### config.mk
export PLATFORM = sky130hd
export DESIGN_NAME = piano_score_player_flat
export DESIGN_NICKNAME = d
export VERILOG_FILES = /design/src/rtl/piano_score_player_if.sv /design/src/rtl/piano_score_player.sv /design/src/flat_wrapper.sv
export SDC_FILE = /design/constraint.sdc
export NUM_CORES = 1
export LEC_CHECK = 0
export BUFFER_PORTS_ARGS = -buffer_cell sky130_fd_sc_hd__buf_4
export CAP_MARGIN = 20
export CORE_MARGIN = 10
export CORE_UTILIZATION = 57
export DETAILED_ROUTE_END_ITERATION = 8
export PLACE_DENSITY = 0.86
export RECOVER_POWER = 25
export SLEW_MARGIN = 10
export SYNTH_ARGS = -nofsm -noshare
export SYNTH_HDL_FRONTEND = slang
export SYNTH_SLANG_ARGS = --single-unit
### constraint.sdc
create_clock -name clk -period 2.48 [get_ports clk]
set_input_delay 0.248 -clock clk [delete_from_list [all_inputs] [get_ports clk]]
set_output_delay 0.248 -clock clk [all_outputs]
set_load 0.005 [all_outputs]
### src/rtl/piano_score_player_if.sv
// Score ROM read port: the player drives address and read strobe.
// The ROM returns the event word on the cycle after the strobe.
interface piano_score_player_if #(
    parameter int unsigned ADDR_WIDTH = 8,
    parameter int unsigned EVT_WIDTH  = 11
);
    logic [ADDR_WIDTH-1:0] rom_addr;
    logic                  rom_rd_en;
    logic [EVT_WIDTH-1:0]  rom_data;

    modport master (output rom_addr, output rom_rd_en, input rom_data);
    modport slave  (input rom_addr, input rom_rd_en, output rom_data);
endinterface

### src/rtl/piano_score_player.sv
// Score player: fetches {octave, key, duration} events from a ROM and holds
// each key for duration*TICK_CYCLES clocks; a zero duration ends the score.
module piano_score_player #(
    parameter int unsigned CLK_FREQ_HZ = 50_000_000,
    parameter int unsigned TICK_MS     = 20,
    parameter int unsigned KEY_ID_BITS = 3,
    parameter int unsigned OCTAVE_BITS = 2,
    parameter int unsigned ADDR_WIDTH  = 8,
    parameter int unsigned DUR_BITS    = 6
) (
    input  logic                   clk,
    input  logic                   rst_n,
    input  logic                   play_start_pulse,
    input  logic                   play_stop_pulse,
    piano_score_player_if.master   rom,
    output logic [KEY_ID_BITS-1:0] playback_key_id,
    output logic                   playback_key_is_pressed,
    output logic                   playback_octave_up,
    output logic                   playback_octave_down,
    output logic                   is_playing,
    output logic                   done_pulse
);
    localparam int unsigned TICK_CYCLES = TICK_MS * (CLK_FREQ_HZ / 1000);
    localparam int unsigned EVT_WIDTH   = OCTAVE_BITS + KEY_ID_BITS + DUR_BITS;
    localparam int unsigned TICK_W      = (TICK_CYCLES > 1) ? $clog2(TICK_CYCLES) : 1;
    localparam logic [TICK_W-1:0]     TICK_LAST = TICK_W'(TICK_CYCLES - 1);
    localparam logic [ADDR_WIDTH-1:0] ADDR_LAST = '1;

    typedef enum logic [1:0] {IDLE, FETCH, LATCH, HOLD} state_t;

    state_t                  state, state_next;
    logic [ADDR_WIDTH-1:0]   addr_q;
    logic [TICK_W-1:0]       tick_q;
    logic [DUR_BITS-1:0]     dur_q;
    logic [EVT_WIDTH-1:0]    evt;
    logic [DUR_BITS-1:0]     evt_dur;
    logic [KEY_ID_BITS-1:0]  evt_key;
    logic [OCTAVE_BITS-1:0]  evt_oct;
    logic                    addr_start, addr_inc, load_evt, clear_out, done_next;
    logic                    hold_expire;

    assign evt     = rom.rom_data;
    assign evt_dur = evt[DUR_BITS-1:0];
    assign evt_key = evt[DUR_BITS +: KEY_ID_BITS];
    assign evt_oct = evt[DUR_BITS + KEY_ID_BITS +: OCTAVE_BITS];

    assign rom.rom_addr  = addr_q;
    assign rom.rom_rd_en = (state == FETCH);
    assign is_playing    = (state != IDLE);
    assign hold_expire   = (tick_q == TICK_LAST) && (dur_q == DUR_BITS'(1));

    always_ff @(posedge clk or negedge rst_n) begin
        if (!rst_n) begin
            state <= IDLE;
        end else begin
            state <= state_next;
        end
    end

    always_comb begin
        state_next = state;
        addr_start = 1'b0;
        addr_inc   = 1'b0;
        load_evt   = 1'b0;
        clear_out  = 1'b0;
        done_next  = 1'b0;
        case (state)
            IDLE: begin
                if (play_start_pulse && !play_stop_pulse) begin
                    state_next = FETCH;
                    addr_start = 1'b1;
                end
            end
            FETCH: begin
                if (play_stop_pulse) begin
                    state_next = IDLE;
                    clear_out  = 1'b1;
                end else begin
                    state_next = LATCH;
                end
            end
            LATCH: begin
                if (play_stop_pulse) begin
                    state_next = IDLE;
                    clear_out  = 1'b1;
                end else if (evt_dur == '0) begin
                    state_next = IDLE;
                    clear_out  = 1'b1;
                    done_next  = 1'b1;
                end else begin
                    state_next = HOLD;
                    load_evt   = 1'b1;
                end
            end
            HOLD: begin
                if (play_stop_pulse) begin
                    state_next = IDLE;
                    clear_out  = 1'b1;
                end else if (hold_expire) begin
                    // The last ROM word ends the score rather than wrapping to 0.
                    if (addr_q == ADDR_LAST) begin
                        state_next = IDLE;
                        clear_out  = 1'b1;
                        done_next  = 1'b1;
                    end else begin
                        state_next = FETCH;
                        addr_inc   = 1'b1;
                    end
                end
            end
            default: begin
                state_next = IDLE;
                clear_out  = 1'b1;
            end
        endcase
    end

    always_ff @(posedge clk or negedge rst_n) begin
        if (!rst_n) begin
            addr_q                  <= '0;
            tick_q                  <= '0;
            dur_q                   <= '0;
            playback_key_id         <= '0;
            playback_key_is_pressed <= 1'b0;
            playback_octave_up      <= 1'b0;
            playback_octave_down    <= 1'b0;
            done_pulse              <= 1'b0;
        end else begin
            done_pulse <= done_next;

            if (addr_start) begin
                addr_q <= '0;
            end else if (addr_inc) begin
                addr_q <= addr_q + 1'b1;
            end

            if (clear_out) begin
                playback_key_id         <= '0;
                playback_key_is_pressed <= 1'b0;
                playback_octave_up      <= 1'b0;
                playback_octave_down    <= 1'b0;
            end else if (load_evt) begin
                playback_key_id         <= evt_key;
                playback_key_is_pressed <= (evt_key != '0);
                playback_octave_up      <= (evt_oct == OCTAVE_BITS'(1));
                playback_octave_down    <= (evt_oct == OCTAVE_BITS'(2));
            end

            if (clear_out) begin
                tick_q <= '0;
                dur_q  <= '0;
            end else if (load_evt) begin
                tick_q <= '0;
                dur_q  <= evt_dur;
            end else if (state == HOLD) begin
                if (tick_q == TICK_LAST) begin
                    tick_q <= '0;
                    dur_q  <= dur_q - 1'b1;
                end else begin
                    tick_q <= tick_q + 1'b1;
                end
            end
        end
    end
endmodule

### src/flat_wrapper.sv
// flat-port wrapper written by rule: the top's interface ports become plain ports
module piano_score_player_flat 
#(
    parameter int unsigned CLK_FREQ_HZ = 50_000_000,
    parameter int unsigned TICK_MS     = 20,
    parameter int unsigned KEY_ID_BITS = 3,
    parameter int unsigned OCTAVE_BITS = 2,
    parameter int unsigned ADDR_WIDTH  = 8,
    parameter int unsigned DUR_BITS    = 6
)
  (clk, rst_n, play_start_pulse, play_stop_pulse, playback_key_id, playback_key_is_pressed, playback_octave_up, playback_octave_down, is_playing, done_pulse, rom_rom_addr, rom_rom_rd_en, rom_rom_data);
  piano_score_player_if #(.ADDR_WIDTH(ADDR_WIDTH)) rom_i ();
  input  logic clk;
  input  logic rst_n;
  input  logic play_start_pulse;
  input  logic play_stop_pulse;
  output logic [KEY_ID_BITS-1:0] playback_key_id;
  output logic playback_key_is_pressed;
  output logic playback_octave_up;
  output logic playback_octave_down;
  output logic is_playing;
  output logic done_pulse;
  output wire logic [$bits(rom_i.rom_addr)-1:0] rom_rom_addr;
  output wire logic [$bits(rom_i.rom_rd_en)-1:0] rom_rom_rd_en;
  input wire logic [$bits(rom_i.rom_data)-1:0] rom_rom_data;
  assign rom_rom_addr = rom_i.rom_addr;
  assign rom_rom_rd_en = rom_i.rom_rd_en;
  assign rom_i.rom_data = rom_rom_data;
  piano_score_player #(.CLK_FREQ_HZ(CLK_FREQ_HZ), .TICK_MS(TICK_MS), .KEY_ID_BITS(KEY_ID_BITS), .OCTAVE_BITS(OCTAVE_BITS), .ADDR_WIDTH(ADDR_WIDTH), .DUR_BITS(DUR_BITS)) u_core (.clk(clk), .rst_n(rst_n), .play_start_pulse(play_start_pulse), .play_stop_pulse(play_stop_pulse), .rom(rom_i), .playback_key_id(playback_key_id), .playback_key_is_pressed(playback_key_is_pressed), .playback_octave_up(playback_octave_up), .playback_octave_down(playback_octave_down), .is_playing(is_playing), .done_pulse(done_pulse));
endmodule
==> reports/metrics.csv <==
metric;value;unit
outcome;complete, no violations;
DR DRC count;0;
share of post-route cells with drive strength above 1;18.0;%
YS warnings;0;
CTS tree;built;
Worst Hold Slack;0.137;ns
worst slew pin tran;1.07;ns
final period utilization;92.4;%
cell count of the worst reg-to-reg path;6;
Setup Total Neg Slack;0;ns
Period minus WS final;2.29;ns
main flop type after synthesis;dfrtp_1;
Yosys top cell by area;dfrtp_1;
CTS H-tree depth;2;
Worst R2R Start;u_core.tick_q[7];
worst ir drop on vdd;0.000315;V
PortBufs;31;
Final setup viols;0;
starting density of the core;58.8;%
Critical Path Sink Type;flip-flop;
ys async rst share;100;%
Reg clk slew, reported paths;0.09;ns
Detailed Routing Iterations Pass 1;4;
CTS root buffer;clkbuf_8;
Mapped Area;0.00235;mm²
worst hold stages;2;
post-CTS setup buffer count;0;
reg-to-reg setup timing slack;0.19;ns
sequential-to-total area share from yosys stat;45.8;%
Worst Setup Path Type;reg2reg;
Unique masters post-synth;42;
final instance area;0.00277;mm²
via count;2024;
post-synth top area share;45.8;%
Ports;32;
hpwl dp;3850;µm
Slew Limit Headroom;28.8;%
Crit Path Max Fanout;11;
max cap viols;0;
initial antenna violation count;0;
clock latency on the worst-skew pair;0.31;ns
number of DRC markers in iteration 0;134;
pin count of the biggest net entering global routing;44;
Worst setup SP type;flip-flop;
RSZ-0062 raised after global routing;false;
Resized Gates After CTS;0;
first-pass GRT wire length;9330;µm
clk_skew;0.0147;ns
Post-Route WL;5280;µm
Avg Cell Area, Syn;9.15;µm²
WP data required;2.70;ns
die area;0.00709;mm²
#FFs+latches synth;43;
Synth area leaders;dfrtp_1, xnor2_1, nor2_1;
routed len/inst;15.3;µm
max-slew violations;0;
number of CTS-inserted buffers;5;
syn nets;276;
EDFF count, synth;0;
GPL Wtd Cong;0.781;
DRT antenna net count;0;
grt ovf;0;
Hold Crit Endpoint;u_core.state[1];
Die Wd;84.2;µm
Fmax;436;MHz
reg-to-reg endpoint;u_core.rom.rom_addr[3];
vias in the first global route;2069;
Syn-to-layout area delta;17.8;%
n_diodes;0;
power density over the cells;602;mW/mm²
Die H;84.2;µm
Hold Buf Count CTS;1;
leakage power;1.21;nW
most numerous cell in the Yosys netlist;dfrtp_1;
Rows;23;
number of vias per cell;5.87;
GRT Total Usage;15.3;%
Cell Area, Placed;0.00266;mm²
clk buf depth;2;
HP Class;in2reg;
CTS sink cnt;43;
Gate Count Post-Synth;257;
Core Region;0.00400;mm²
final-report hold violation count;0;
Hold Path Origin;play_stop_pulse;
commonest cells in the netlist;dfrtp_1, nor2_1, nand2_1;
Nets;313;
WP data arrival;2.52;ns
cell usage in the layout, fill, tap and decap left out, types with 9 or more instances in the layout:
cell type and instances:
nand4_1 9, nand2_1 18, inv_1 11, nand3_1 14
o21ai_0 12, buf_4 35, nor3_1 10, a21oi_1 15
xnor2_1 15, nor2_1 33, dfrtp_1 43
power by group:
group | internal (mW) | switching [mW] | leakage (nW) | total [mW]
logic | 0.153 | 0.201 | 0.584 | 0.354
registers | 0.761 | 0.0557 | 0.579 | 0.817
clock network | 0.253 | 0.242 | 0.0505 | 0.495
total | 1.17 | 0.499 | 1.21 | 1.67
how the worst max path moves through the flow:
stage,from,to,slack [ns],depth (start not counted)
2_1_floorplan,u_core.tick_q[10],u_core.rom.rom_addr[5],0.38,5
3_3_place_gp,u_core.tick_q[7],u_core.rom.rom_addr[3],0.27,6
3_5_place_dp,u_core.tick_q[7],u_core.rom.rom_addr[4],0.21,6
4_1_cts,u_core.tick_q[7],u_core.rom.rom_addr[3],0.19,6
5_1_grt,u_core.tick_q[7],u_core.rom.rom_addr[5],0.05,5
6_report,u_core.tick_q[7],u_core.rom.rom_addr[3],0.19,6
critical path, cell delays in order (launching register included):
cell	delay (ns)
dfrtp_1	0.43
or4_1	0.55
and4bb_2	0.38
nand4_2	0.16
buf_4	0.22
or3_1	0.34
a21oi_1	0.14
state kept, by name (all words and copies together), names as in the netlist:
name                            flops
u_core.state                        2
u_core.playback_key_id              3
u_core.tick_q                      20
u_core.playback_key_is_pressed      1
u_core.rom.rom_addr                 8
u_core.playback_octave_up           1
u_core.done_pulse                   1
u_core.dur_q                        6
u_core.playback_octave_down         1
cells by family after synthesis:
kind of cell	count (synthesis)	share of synthesized area [%]
buffers and inverters	18	3.03
muxes	5	2.18
and+or+nand+nor	122	28.0
DFF	43	45.8
AOI/OAI and AO/OA	48	12.5
xor gates and xnor gates	17	6.33
adders and majority gates	4	2.13
routing by layer:
metal / up-vias / global-route usage, % / share of wire [%]
met2: 36 / 26.7 / 50
met4: 0 / 5.63 / 1.6
met3: 9 / 4.64 / 4.7
met5: - / 0 / 0
met1: 982 / 17.2 / 44
li1: 997 / - / -
per-stage QoR:
step / setup slack [ns] / util [%] / instances / total power [mW]
2_1_floorplan: 0.383 / - / 257 / 1.04
3_3_place_gp: 0.269 / 66.5 / 336 / 1.17
3_5_place_dp: 0.206 / 66.5 / 336 / 1.18
4_1_cts: 0.189 / 69.3 / 345 / 1.68
5_1_grt: 0.0522 / 69.3 / 345 / 1.78
6_report: 0.188 / 69.3 / 345 / 1.67
cell type report:
cell class              instances  area, µm²
clock buffers                   7       96.3
flip-flops and latches         43       1080
well taps                      50       62.6
repair buffers                 37        278
fillers                       331       1230
multi-input cells             196       1210
clock inverters                 1       7.51
inverters                      11       41.3
(Power assumes the default switching activity.)
